[src/rtl/data_restorer.sv]
// Receive-side descrambler: XORs each scrambled word with the LFSR keystream
// regenerated from the shared seed, one bit per cycle, LSB first, over a req/ack handshake.
`timescale 1ns/1ps

module data_restorer #(
  parameter int                    DATA_WIDTH = 8,
  parameter int                    LFSR_WIDTH = 24,
  parameter logic [LFSR_WIDTH-1:0] LFSR_TAPS  = 24'hE10000
) (
  input  logic                  clk,
  input  logic                  reset_n,
  input  logic                  req,
  input  logic [LFSR_WIDTH-1:0] seed,
  input  logic [DATA_WIDTH-1:0] data_in,
  output logic [DATA_WIDTH-1:0] data_out,
  output logic                  ack,
  output logic                  busy,
  output logic                  abort
);

  localparam int CNT_W = $clog2(DATA_WIDTH + 1);
  localparam logic [CNT_W-1:0] LAST_CNT = CNT_W'(DATA_WIDTH - 1);

  typedef enum logic [1:0] {
    IDLE,
    SHIFT,
    DONE
  } state_e;

  state_e                state_q, state_d;
  logic [LFSR_WIDTH-1:0] lfsr_q, lfsr_d;
  logic [CNT_W-1:0]      cnt_q, cnt_d;
  logic [DATA_WIDTH-1:0] din_q, din_d;
  logic [DATA_WIDTH-1:0] work_q, work_d;
  logic [DATA_WIDTH-1:0] data_out_q, data_out_d;
  logic                  ack_q, ack_d;
  logic                  busy_q, busy_d;
  logic                  abort_q, abort_d;
  logic [DATA_WIDTH:0]   work_ext;

  always_ff @(posedge clk or negedge reset_n) begin
    if (!reset_n) begin
      state_q    <= IDLE;
      lfsr_q     <= '0;
      cnt_q      <= '0;
      din_q      <= '0;
      work_q     <= '0;
      data_out_q <= '0;
      ack_q      <= 1'b0;
      busy_q     <= 1'b0;
      abort_q    <= 1'b0;
    end else begin
      state_q    <= state_d;
      lfsr_q     <= lfsr_d;
      cnt_q      <= cnt_d;
      din_q      <= din_d;
      work_q     <= work_d;
      data_out_q <= data_out_d;
      ack_q      <= ack_d;
      busy_q     <= busy_d;
      abort_q    <= abort_d;
    end
  end

  always_comb begin
    state_d    = state_q;
    lfsr_d     = lfsr_q;
    cnt_d      = cnt_q;
    din_d      = din_q;
    work_d     = work_q;
    data_out_d = data_out_q;
    ack_d      = ack_q;
    busy_d     = busy_q;
    abort_d    = 1'b0;
    // New result bit enters at the top so bit k lands in position k after the last step.
    work_ext   = {din_q[0] ^ lfsr_q[0], work_q};

    case (state_q)
      IDLE: begin
        if (req) begin
          lfsr_d  = seed;
          din_d   = data_in;
          work_d  = '0;
          cnt_d   = '0;
          busy_d  = 1'b1;
          state_d = SHIFT;
        end
      end

      SHIFT: begin
        if (!req) begin
          busy_d  = 1'b0;
          abort_d = 1'b1;
          state_d = IDLE;
        end else begin
          work_d = work_ext[DATA_WIDTH:1];
          din_d  = din_q >> 1;
          lfsr_d = {lfsr_q[LFSR_WIDTH-2:0], ^(lfsr_q & LFSR_TAPS)};
          cnt_d  = cnt_q + 1'b1;
          if (cnt_q == LAST_CNT) begin
            data_out_d = work_ext[DATA_WIDTH:1];
            ack_d      = 1'b1;
            busy_d     = 1'b0;
            state_d    = DONE;
          end
        end
      end

      DONE: begin
        if (!req) begin
          ack_d   = 1'b0;
          state_d = IDLE;
        end
      end

      default: state_d = IDLE;
    endcase
  end

  assign data_out = data_out_q;
  assign ack      = ack_q;
  assign busy     = busy_q;
  assign abort    = abort_q;

endmodule

[config.mk]
export PLATFORM = sky130hd
export DESIGN_NAME = data_restorer
export DESIGN_NICKNAME = d
export VERILOG_FILES = /design/src/rtl/data_restorer.sv
export SDC_FILE = /design/constraint.sdc
export NUM_CORES = 1
export LEC_CHECK = 0
export ABC_CLOCK_PERIOD_IN_PS = 2250
export BUFFER_PORTS_ARGS = -buffer_cell sky130_fd_sc_hd__buf_4
export CORE_ASPECT_RATIO = 0.9
export CORE_MARGIN = 2
export CORE_UTILIZATION = 46
export DETAILED_ROUTE_END_ITERATION = 16
export PLACE_DENSITY = 0.68
export SYNTH_ARGS = -nofsm -noshare
export SYNTH_HDL_FRONTEND = slang
export SYNTH_SLANG_ARGS = --single-unit
[constraint.sdc]
create_clock -name clk -period 2.25 [get_ports clk]
set_input_delay 0.225 -clock clk [delete_from_list [all_inputs] [get_ports clk]]
set_output_delay 0.225 -clock clk [all_outputs]
set_load 0.02 [all_outputs]
==> results of run 1 <==
-- final timing paths --
path                        startpoint          end  depth (start not counted)
hold / removal                     req        abort                          2
min in group asynchronous      reset_n     din_q[4]                          2
max in group asynchronous      reset_n    work_q[5]                          2
hold reg to reg            data_out[5]  data_out[5]                          1
setup reg to reg              cnt_q[1]  data_out[4]                          4
setup / recovery              cnt_q[1]  data_out[4]                          4
-- state kept, by name (all words and copies together) (netlist names) --
| signal | flops |
|---|---|
| state_q | 2 |
| busy | 1 |
| ack | 1 |
| lfsr_q | 24 |
| din_q | 8 |
| work_q | 7 |
| abort | 1 |
| data_out | 8 |
| cnt_q | 4 |
-- Yosys cell counts --
library cell / instances
nand2b_1: 5
a21oi_1: 2
inv_1: 2
xnor2_1: 1
nor2_1: 32
a22o_1: 9
o22ai_1: 1
nand3b_1: 1
o21ai_0: 7
ha_1: 1
nand3_1: 2
buf_4: 8
mux2_2: 8
o211ai_1: 1
nor2b_1: 1
nor2_4: 2
nand3b_2: 1
and2b_1: 1
a31oi_1: 30
dfrtp_1: 56
xor2_1: 4
and2_1: 1
or2b_1: 1
buf_2: 8
nand2_1: 64
-- metrics by stage --
stage	setup slack, ps	hold slack, ps	cell area (sq um)
6_report	688.5	119.4	2922
5_1_grt	567.3	116.2	2922
4_1_cts	669.8	107.0	2922
3_5_place_dp	678.6	316.5	2815
3_3_place_gp	723.7	319.0	2815
2_1_floorplan	838.2	-70.59	2451
-- cells by family (layout without fill, tap and decap cells) --
logic type | count (synthesis) | after routing | synth area share
simple gates | 111 | 111 | 0.1919
flops | 56 | 56 | 0.5717
compound gates | 50 | 50 | 0.1327
buf+inv | 18 | 58 | 0.04390
mux | 8 | 8 | 0.03675
xor+xnor | 5 | 5 | 0.01787
fa+ha+maj | 1 | 1 | 0.005104
-- where the power goes --
group	internal (mW)	switching [mW]
clock	0.275	0.301
sequential	1.11	0.0705
combinational	0.154	0.161
total	1.54	0.532
-- metal layers --
metal	routed length, um	global-route usage	up-vias
li1	-	-	915
met1	2120	0.2179	859
met2	2047	0.2718	40
met3	209	0.03563	7
met4	68	0.07345	0
met5	0	0	-
-- cell type report --
cell class                 count  share of cell area
inverter                       2            0.002570
clock buffer                   7             0.03298
sequential                    56              0.4797
timing repair buffer          49              0.1310
tap                           67             0.02869
multi-input combinational    175              0.3251
==> results.ini, run 1 <==
[outcome]
status = complete, no violations

[floorplanning]
die-height_um = 73.25
dieArea_sq_mm = 0.005929
ioPinCount = 46
dieWidth_um = 80.95
core-area_sq_mm = 0.005192
start_util = 0.4720
num_rows = 25

[grt]
grt_start_max_net_pins = 57
grt_overflow_total = 0
track_usage = 0.1673
grt_pass1_vias = 1705
grt_pass1_wl_um = 7493
antenna_found_initial = 0

[pwr]
p_leak_nw = 1.395
ir_drop_uv = 400.0
power_mw = 2.069
power_density_mw_per_mm2 = 708.1

[finish]
drive_gt1_frac = 0.2318
layout_common_cells = nand2_1, dfrtp_1, buf_4
final-seq-area_sq_mm = 0.001401
multiInputGateArea_sq_um = 949.7
n_antenna_cell = 0
syn_to_final_growth_pct = 19.19
fin_util = 0.5627
nNetsFinal = 325
final_common_cell = nand2_1
instances_no_fill = 356
nFillCells = 496

[drt]
drt_iter0_drc = 140
drc = 0
antenna_left = 0
via_per_inst = 5.115
drtPass1Iterations = 4
via_count = 1821
wl_um = 4445
wl_per_cell_um = 12.49

[sta]
setup_tns_ps = 0
max_freq_mhz = 640.4
setup_viol = 0
period_share = 0.6940
slew_violations = 0
finalCriticalPeriod_ps = 1561
fin_skew_ps = 10.70
worstMarginPinSlew_ps = 691.5
finalHoldViolCount = 0
rsz0062_at_grt = false
slew_headroom = 0.5390

[critical_path]
slowest_delay_ps = 390
cp_top_family = simple AND/OR/NAND/NOR gates
startpoint_type = register
worst_ep_arrival_time_ps = 1750
criticalPathCategory = register to register
crit_chain = ha_1 -> nand3b_1 -> nor2_4 -> mux2_2
crit_path_end_kind = register
crit_buf_inv = 0
regToRegSetupSlack_ps = 690
cp_max_fo = 8
crit_slowest_cell = dfrtp_1
cp_data_required_time_ps = 2440

[synth]
synth_top_area_cell = dfrtp_1
yosys.area.top_type_share = 0.5717
synth_area_sq_mm = 0.002451
ys_top_cells_by_area = dfrtp_1, nand2_1, a31oi_1
yosysWarnings = 0
syn_inst = 249
syn_area_per_cell_sq_um = 9.844
synth_cell_types = 25
syn-num-nets = 285
synth.ff_latch_count = 56
ys_seq_area_frac = 0.5717

[clock_tree]
clk_pin_slew_ps = 90
cts_tree = yes
post_cts_buffers = 0
cts_sinks = 56
cts-root-buf = clkbuf_8
ctsHoldBuffers = 1
clock_path_buffers = 2
ctsResizeCount = 0
clkLatencyLatePin_ps = 300
htree_levels = 2
numCtsBuffers = 5

[placed_design]
portBuffers = 45
dp_hpwl_um = 2957
placed_cells = 348
gp_congestion = 0.7457

[flow_run]
maxCapViolations = 0

[min_path]
hp-class = primary input to register

No activity file was read; power rests on OpenSTA's default activity.
==> run 2, diff against run 1 <==
--- a/config.mk
+++ b/config.mk
@@ -5,7 +5,8 @@
 export SDC_FILE = /design/constraint.sdc
 export NUM_CORES = 1
 export LEC_CHECK = 0
-export ABC_CLOCK_PERIOD_IN_PS = 2250
+export ABC_AREA = 1
+export ABC_CLOCK_PERIOD_IN_PS = 1590
 export BUFFER_PORTS_ARGS = -buffer_cell sky130_fd_sc_hd__buf_4
 export CORE_ASPECT_RATIO = 0.9
 export CORE_MARGIN = 2
==> constraint.sdc (replaced) <==
create_clock -name clk -period 1.59 [get_ports clk]
set_input_delay 0.159 -clock clk [delete_from_list [all_inputs] [get_ports clk]]
set_output_delay 0.159 -clock clk [all_outputs]
set_load 0.02 [all_outputs]
==> results.ini, run 2 <==
[drt]
via_count = 1961  ; +7.7%
wl_per_cell_um = 11.35  ; -9.1%
via_per_inst = 4.854  ; -5.1%
drt_iter0_drc = 95  ; -32%
drtPass1Iterations = 4  ; unchanged
wl_um = 4587  ; +3.2%
antenna_left = 0  ; unchanged
drc = 0  ; unchanged

[placed_design]
placed_cells = 396  ; +14%
place_ws_ps = 211.2  ; -467.3 ps
placed_cell_area_sq_mm = 0.002897  ; +2.9%
gp_congestion = 0.7713  ; +3.4%
portBuffers = 45  ; unchanged
dp_hpwl_um = 3288  ; +11%

[sta]
fin_ws_ps = 203.4  ; -485.1 ps
rsz0062_at_grt = false
finalCriticalPeriod_ps = 1387  ; -174.9 ps
finalHoldViolCount = 0  ; unchanged
setup_tns_ps = 0  ; unchanged
setup_viol = 0  ; unchanged
period_share = 0.8721  ; +0.1781
slew_violations = 0  ; unchanged
hold_slack_ps = 84.54  ; -34.88 ps
slew_headroom = 0.5444  ; +0.005446
worstMarginPinSlew_ps = 683.3  ; -8.169 ps
fin_skew_ps = 8.499  ; -2.205 ps
max_freq_mhz = 721.2  ; +13%

[finish]
finalInstanceArea_sq_mm = 0.003003  ; +2.8%
instances_no_fill = 404  ; +13%
drive_gt1_frac = 0.1899  ; -0.04192
fin_util = 0.5749  ; +0.01220
nNetsFinal = 373  ; +15%
n_antenna_cell = 0  ; unchanged
top_register = lfsr_q
final_common_cell = nand2_1
syn_to_final_growth_pct = 21.21
largest_reg_flops = 24  ; unchanged
layout_common_cells = nand2_1, dfrtp_1, buf_4

[clock_tree]
numCtsBuffers = 5  ; unchanged
clkLatencyLatePin_ps = 300  ; about the same
htree_levels = 2  ; unchanged
cts-root-buf = clkbuf_8
ctsResizeCount = 0  ; unchanged
cts_sinks = 56  ; unchanged
cts_tree = yes
clk_pin_slew_ps = 90  ; about the same
clock_path_buffers = 2  ; unchanged

[critical_path]
cp_max_fo = 35  ; +27
cp_data_required_time_ps = 1810  ; -630 ps
crit_path_end_kind = register
criticalPathCategory = register to register
startpoint_type = register
worst_ep_arrival_time_ps = 1610  ; -140 ps

[floorplanning]
dieWidth_um = 81.36  ; +0.51%
dieArea_sq_mm = 0.005989  ; +1.0%
num_rows = 25  ; unchanged
core-area_sq_mm = 0.005224  ; +0.60%
start_util = 0.4743  ; +0.002203
die-height_um = 73.62  ; +0.51%
ioPinCount = 46  ; unchanged

[grt]
grt_pass1_wl_um = 7507  ; +0.19%
grt_pass1_vias = 1707  ; +0.12%
antenna_found_initial = 0  ; unchanged
grt_start_max_net_pins = 57  ; unchanged
grt_overflow_total = 0  ; unchanged
track_usage = 0.1634  ; -0.003963

[synth]
ys_seq_area_frac = 0.5657  ; -0.006064
synth_area_sq_mm = 0.002477  ; +1.1%
synth.most_common_cell = nand2_1
synth-main-ff-cell = dfrtp_1
async_reset_ff_frac = 1.000  ; unchanged
syn_area_per_cell_sq_um = 8.484  ; -14%
yosys.area.top_type_share = 0.5657  ; -0.006064
synth_top_area_cell = dfrtp_1
syn_inst = 292  ; +17%
yosysWarnings = 0  ; unchanged
synth_edf_count = 0  ; unchanged
ys_top_cells_by_area = dfrtp_1, nand2_1, a31oi_1
synth_cell_types = 20  ; -20%
synth.ff_latch_count = 56  ; unchanged
netlist_top_cells_count = nand2_1, dfrtp_1, nor2_1
syn-num-nets = 328  ; +15%

[pwr]
ir_drop_uv = 450.9  ; +13%
power_mw = 3.172  ; +53%
power_density_mw_per_mm2 = 1056  ; +49%
p_leak_nw = 1.486  ; +6.6%

[flow_run]
maxCapViolations = 0  ; unchanged

[min_path]
hp-class = primary input to register

[outcome]
status = complete, no violations

run 2: cell count changes in the layout (fill, tap and decap cells not counted), moves of 4 or more:
cell | previous run | this run
a22o_1 | 9 | 1
inv_1 | 2 | 20
mux2_2 | 8 | 0
nand2_1 | 64 | 97
nand2b_1 | 5 | 0
nor2_1 | 32 | 37
o21ai_0 | 7 | 11
o21ai_1 | 0 | 7
o22ai_1 | 1 | 7
run 2: power by group:
group          internal, mW  switching [mW]  total, mW
Combinational         0.275           0.368      0.643
Clock                 0.389           0.416      0.805
Sequential             1.61           0.113       1.72
run 2: cells by family after synthesis:
logic type / after synthesis / share of synthesized area
AOI/OAI and AO/OA: 55 / 0.1298
xor gates and xnor gates: 1 / 0.003536
adders and majority gates: 1 / 0.005050
buffers and inverters: 37 / 0.06565
DFF: 56 / 0.5657
and+or+nand+nor: 142 / 0.2303
run 2: metal layers:
layer  share of wire  GRT usage
met1            0.49     0.2273
met4           0.014    0.05650
met5               0          0
met2            0.46     0.2550
met3           0.036    0.03440
run 2: final timing paths:
path	from	depth (start not counted)	slack, ps	end
max in group asynchronous	reset_n	2	690	busy
max	state_q[1]	6	200	lfsr_q[6]
min in group asynchronous	reset_n	2	420	data_out[6]
min reg2reg	data_out[7]	2	490	data_out[7]
min	data_in[7]	3	80	din_q[7]
max reg2reg	state_q[1]	6	200	lfsr_q[6]
run 2: what timing repair did:
item                       in CTS  in global routing
setup endpoints to repair       0                  0
setup buffers                   0                  0
hold buffers                    1                  0
hold endpoints to repair       56                  0
run 2: final cells by class:
class / instances / area [sq um]
tap: 67 / 83.83
inverter: 22 / 82.58
timing repair buffer: 53 / 425.4
fill: 477 / 2221
multi-input combinational: 199 / 913.4
sequential: 56 / 1401
clock buffer: 7 / 96.34
run 2: critical path, stage by stage (launching register included):
cell and delay (ps):
dfrtp_1 450, inv_1 130, nand2_1 90, inv_2 210, buf_12 220, nor2_1 60
a31oi_1 140
==> run 3, diff against run 2 <==
--- a/config.mk
+++ b/config.mk
@@ -12,7 +12,7 @@
 export CORE_MARGIN = 2
 export CORE_UTILIZATION = 46
 export DETAILED_ROUTE_END_ITERATION = 16
-export PLACE_DENSITY = 0.68
+export PLACE_DENSITY_LB_ADDON = 0.12
 export SYNTH_ARGS = -nofsm -noshare
 export SYNTH_HDL_FRONTEND = slang
 export SYNTH_SLANG_ARGS = --single-unit
==> results.ini, run 3 (synthesis results as in run 2) <==
[min_path]
min_to = abort
worstHoldStart = req
worstHoldPathCells = 2  ; -1
hp-class = primary input to register

[grt]
grt_overflow_total = 0  ; unchanged
grt_start_max_net_pins = 57  ; unchanged
grt_pass1_vias = 1812  ; +6.2%
grt_use_met1 = 0.2478  ; +0.02042
grt-busiest-layer = met2
gr-usage-met3 = 0.04054  ; +0.006143
grt_use_met2 = 0.2678  ; +0.01275
antenna_found_initial = 0  ; unchanged
track_usage = 0.1757  ; +0.01237
grt_pass1_wl_um = 8073  ; +7.5%

[sta]
slew_violations = 0  ; unchanged
rsz0062_at_grt = false
setup_viol = 0  ; unchanged
fin_skew_ps = 8.310  ; -0.1895 ps
finalCriticalPeriod_ps = 1396  ; +8.988 ps
slew_headroom = 0.5364  ; -0.008074
setup_tns_ps = 0  ; unchanged
worstMarginPinSlew_ps = 695.4  ; +12.11 ps
max_freq_mhz = 716.6  ; -0.64%
period_share = 0.8777  ; +0.005653
finalHoldViolCount = 0  ; unchanged

[floorplanning]
dieArea_sq_mm = 0.005989  ; unchanged
num_rows = 25  ; unchanged
core-area_sq_mm = 0.005224  ; unchanged
ioPinCount = 46  ; unchanged
dieWidth_um = 81.36  ; unchanged
die-height_um = 73.62  ; unchanged
start_util = 0.4743  ; unchanged

[clock_tree]
htree_levels = 2  ; unchanged
ctsResizeCount = 0  ; unchanged
post_cts_buffers = 0  ; unchanged
clkLatencyLatePin_ps = 310  ; about the same
numCtsBuffers = 5  ; unchanged
clk_pin_slew_ps = 100  ; about the same
cts_sinks = 56  ; unchanged
clock_path_buffers = 2  ; unchanged
cts-root-buf = clkbuf_8
cts_tree = yes

[drt]
drc = 0  ; unchanged
antenna_left = 0  ; unchanged
drtPass1Iterations = 4  ; unchanged
drt_iter0_drc = 150  ; +58%
via_per_inst = 4.923  ; +1.4%
via_count = 1994  ; +1.7%
wl_um = 4770  ; +4.0%
wl_per_cell_um = 11.78  ; +3.7%

[finish]
largest_reg_flops = 24  ; unchanged
drive_gt1_frac = 0.1923  ; +0.002397
layout_common_cells = nand2_1, dfrtp_1, buf_4
n_antenna_cell = 0  ; unchanged
final_common_cell = nand2_1
nNetsFinal = 373  ; unchanged
syn_to_final_growth_pct = 23.74
top_register = lfsr_q
fin_util = 0.5868  ; +0.01198
nFillCells = 498  ; +4.4%
finalInstanceArea_sq_mm = 0.003065  ; +2.1%

[placed_design]
portBuffers = 45  ; unchanged
placed_cell_area_sq_mm = 0.002897  ; unchanged
gp_congestion = 0.7752  ; +0.51%
dp_hpwl_um = 3242  ; -1.4%

[critical_path]
r2r-end = data_out[6]
timing.rr.start = cnt_q[0]
criticalPathCategory = register to register
worst_ep_arrival_time_ps = 1630  ; +20 ps
crit_path_end_kind = register
cp_max_fo = 16  ; -54%
cp_data_required_time_ps = 1820  ; about the same
startpoint_type = register
regToRegSetupSlack_ps = 190  ; about the same
reg2reg_depth = 8  ; +2

[flow_run]
maxCapViolations = 0  ; unchanged

[outcome]
status = complete, no violations

[pwr]
p_leak_nw = 1.515  ; +1.9%
power_density_mw_per_mm2 = 1181  ; +12%
ir_drop_uv = 804.7  ; +78%

run 3: critical path, cell delays in order (launching register included):
cell     delay [ps]
dfrtp_1         410
ha_1            220
nand2_1          60
inv_1            40
nand2_1         130
nor2_4           60
inv_2           200
nand2_1         100
o21ai_1          90
run 3: final cells by class:
class	instances	area, sq um	area share
Clock buffer	5	68.82	0.02245
Clock inverter	3	90.09	0.02939
Inverter	22	82.58	0.02694
Multi-Input combinational cell	199	913.4	0.2980
Sequential cell	56	1401	0.4571
Tap cell	67	83.83	0.02735
Timing Repair Buffer	53	425.4	0.1388
run 3: worst max-delay path by stage:
| stage | start | to |
|---|---|---|
| final | cnt_q[0] | data_out[6] |
| after detailed placement | state_q[1] | lfsr_q[21] |
| after global placement | cnt_q[0] | data_out[6] |
| after floorplan | cnt_q[0] | data_out[0] |
| after CTS | cnt_q[0] | data_out[6] |
| after global routing | cnt_q[0] | data_out[6] |
run 3: what timing repair did:
item                                    in CTS  in global routing
hold endpoints to repair                    56                  0
hold buffers                                 1                  0
endpoints found under the setup margin       0                  0
run 3: layer usage:
metal  routed length, um  part of all wire  up-vias
met1                2378              0.50      926
li1                    -                 -     1028
met2                2126              0.45       30
met3                 184             0.039       10
met4                  80             0.017        0
met5                   0                 0        -
run 3: power by group:
| group | switching, mW | total [mW] | internal, mW |
|---|---|---|---|
| logic | 0.373 | 0.652 | 0.279 |
| clock network | 0.457 | 1.24 | 0.787 |
| registers | 0.113 | 1.72 | 1.61 |
run 3: through the flow:
stage / setup WS, ps / hold WS, ps / power, mW / cells
after floorplan: 329.7 / -136.6 / 2.163 / 292
after global placement: 254.0 / 259.7 / 2.397 / 396
after detailed placement: 212.2 / 258.1 / 2.412 / 396
after CTS: 188.2 / 66.06 / 3.662 / 405
after global routing: 40.95 / 81.23 / 3.830 / 405
final: 194.4 / 75.70 / 3.619 / 405
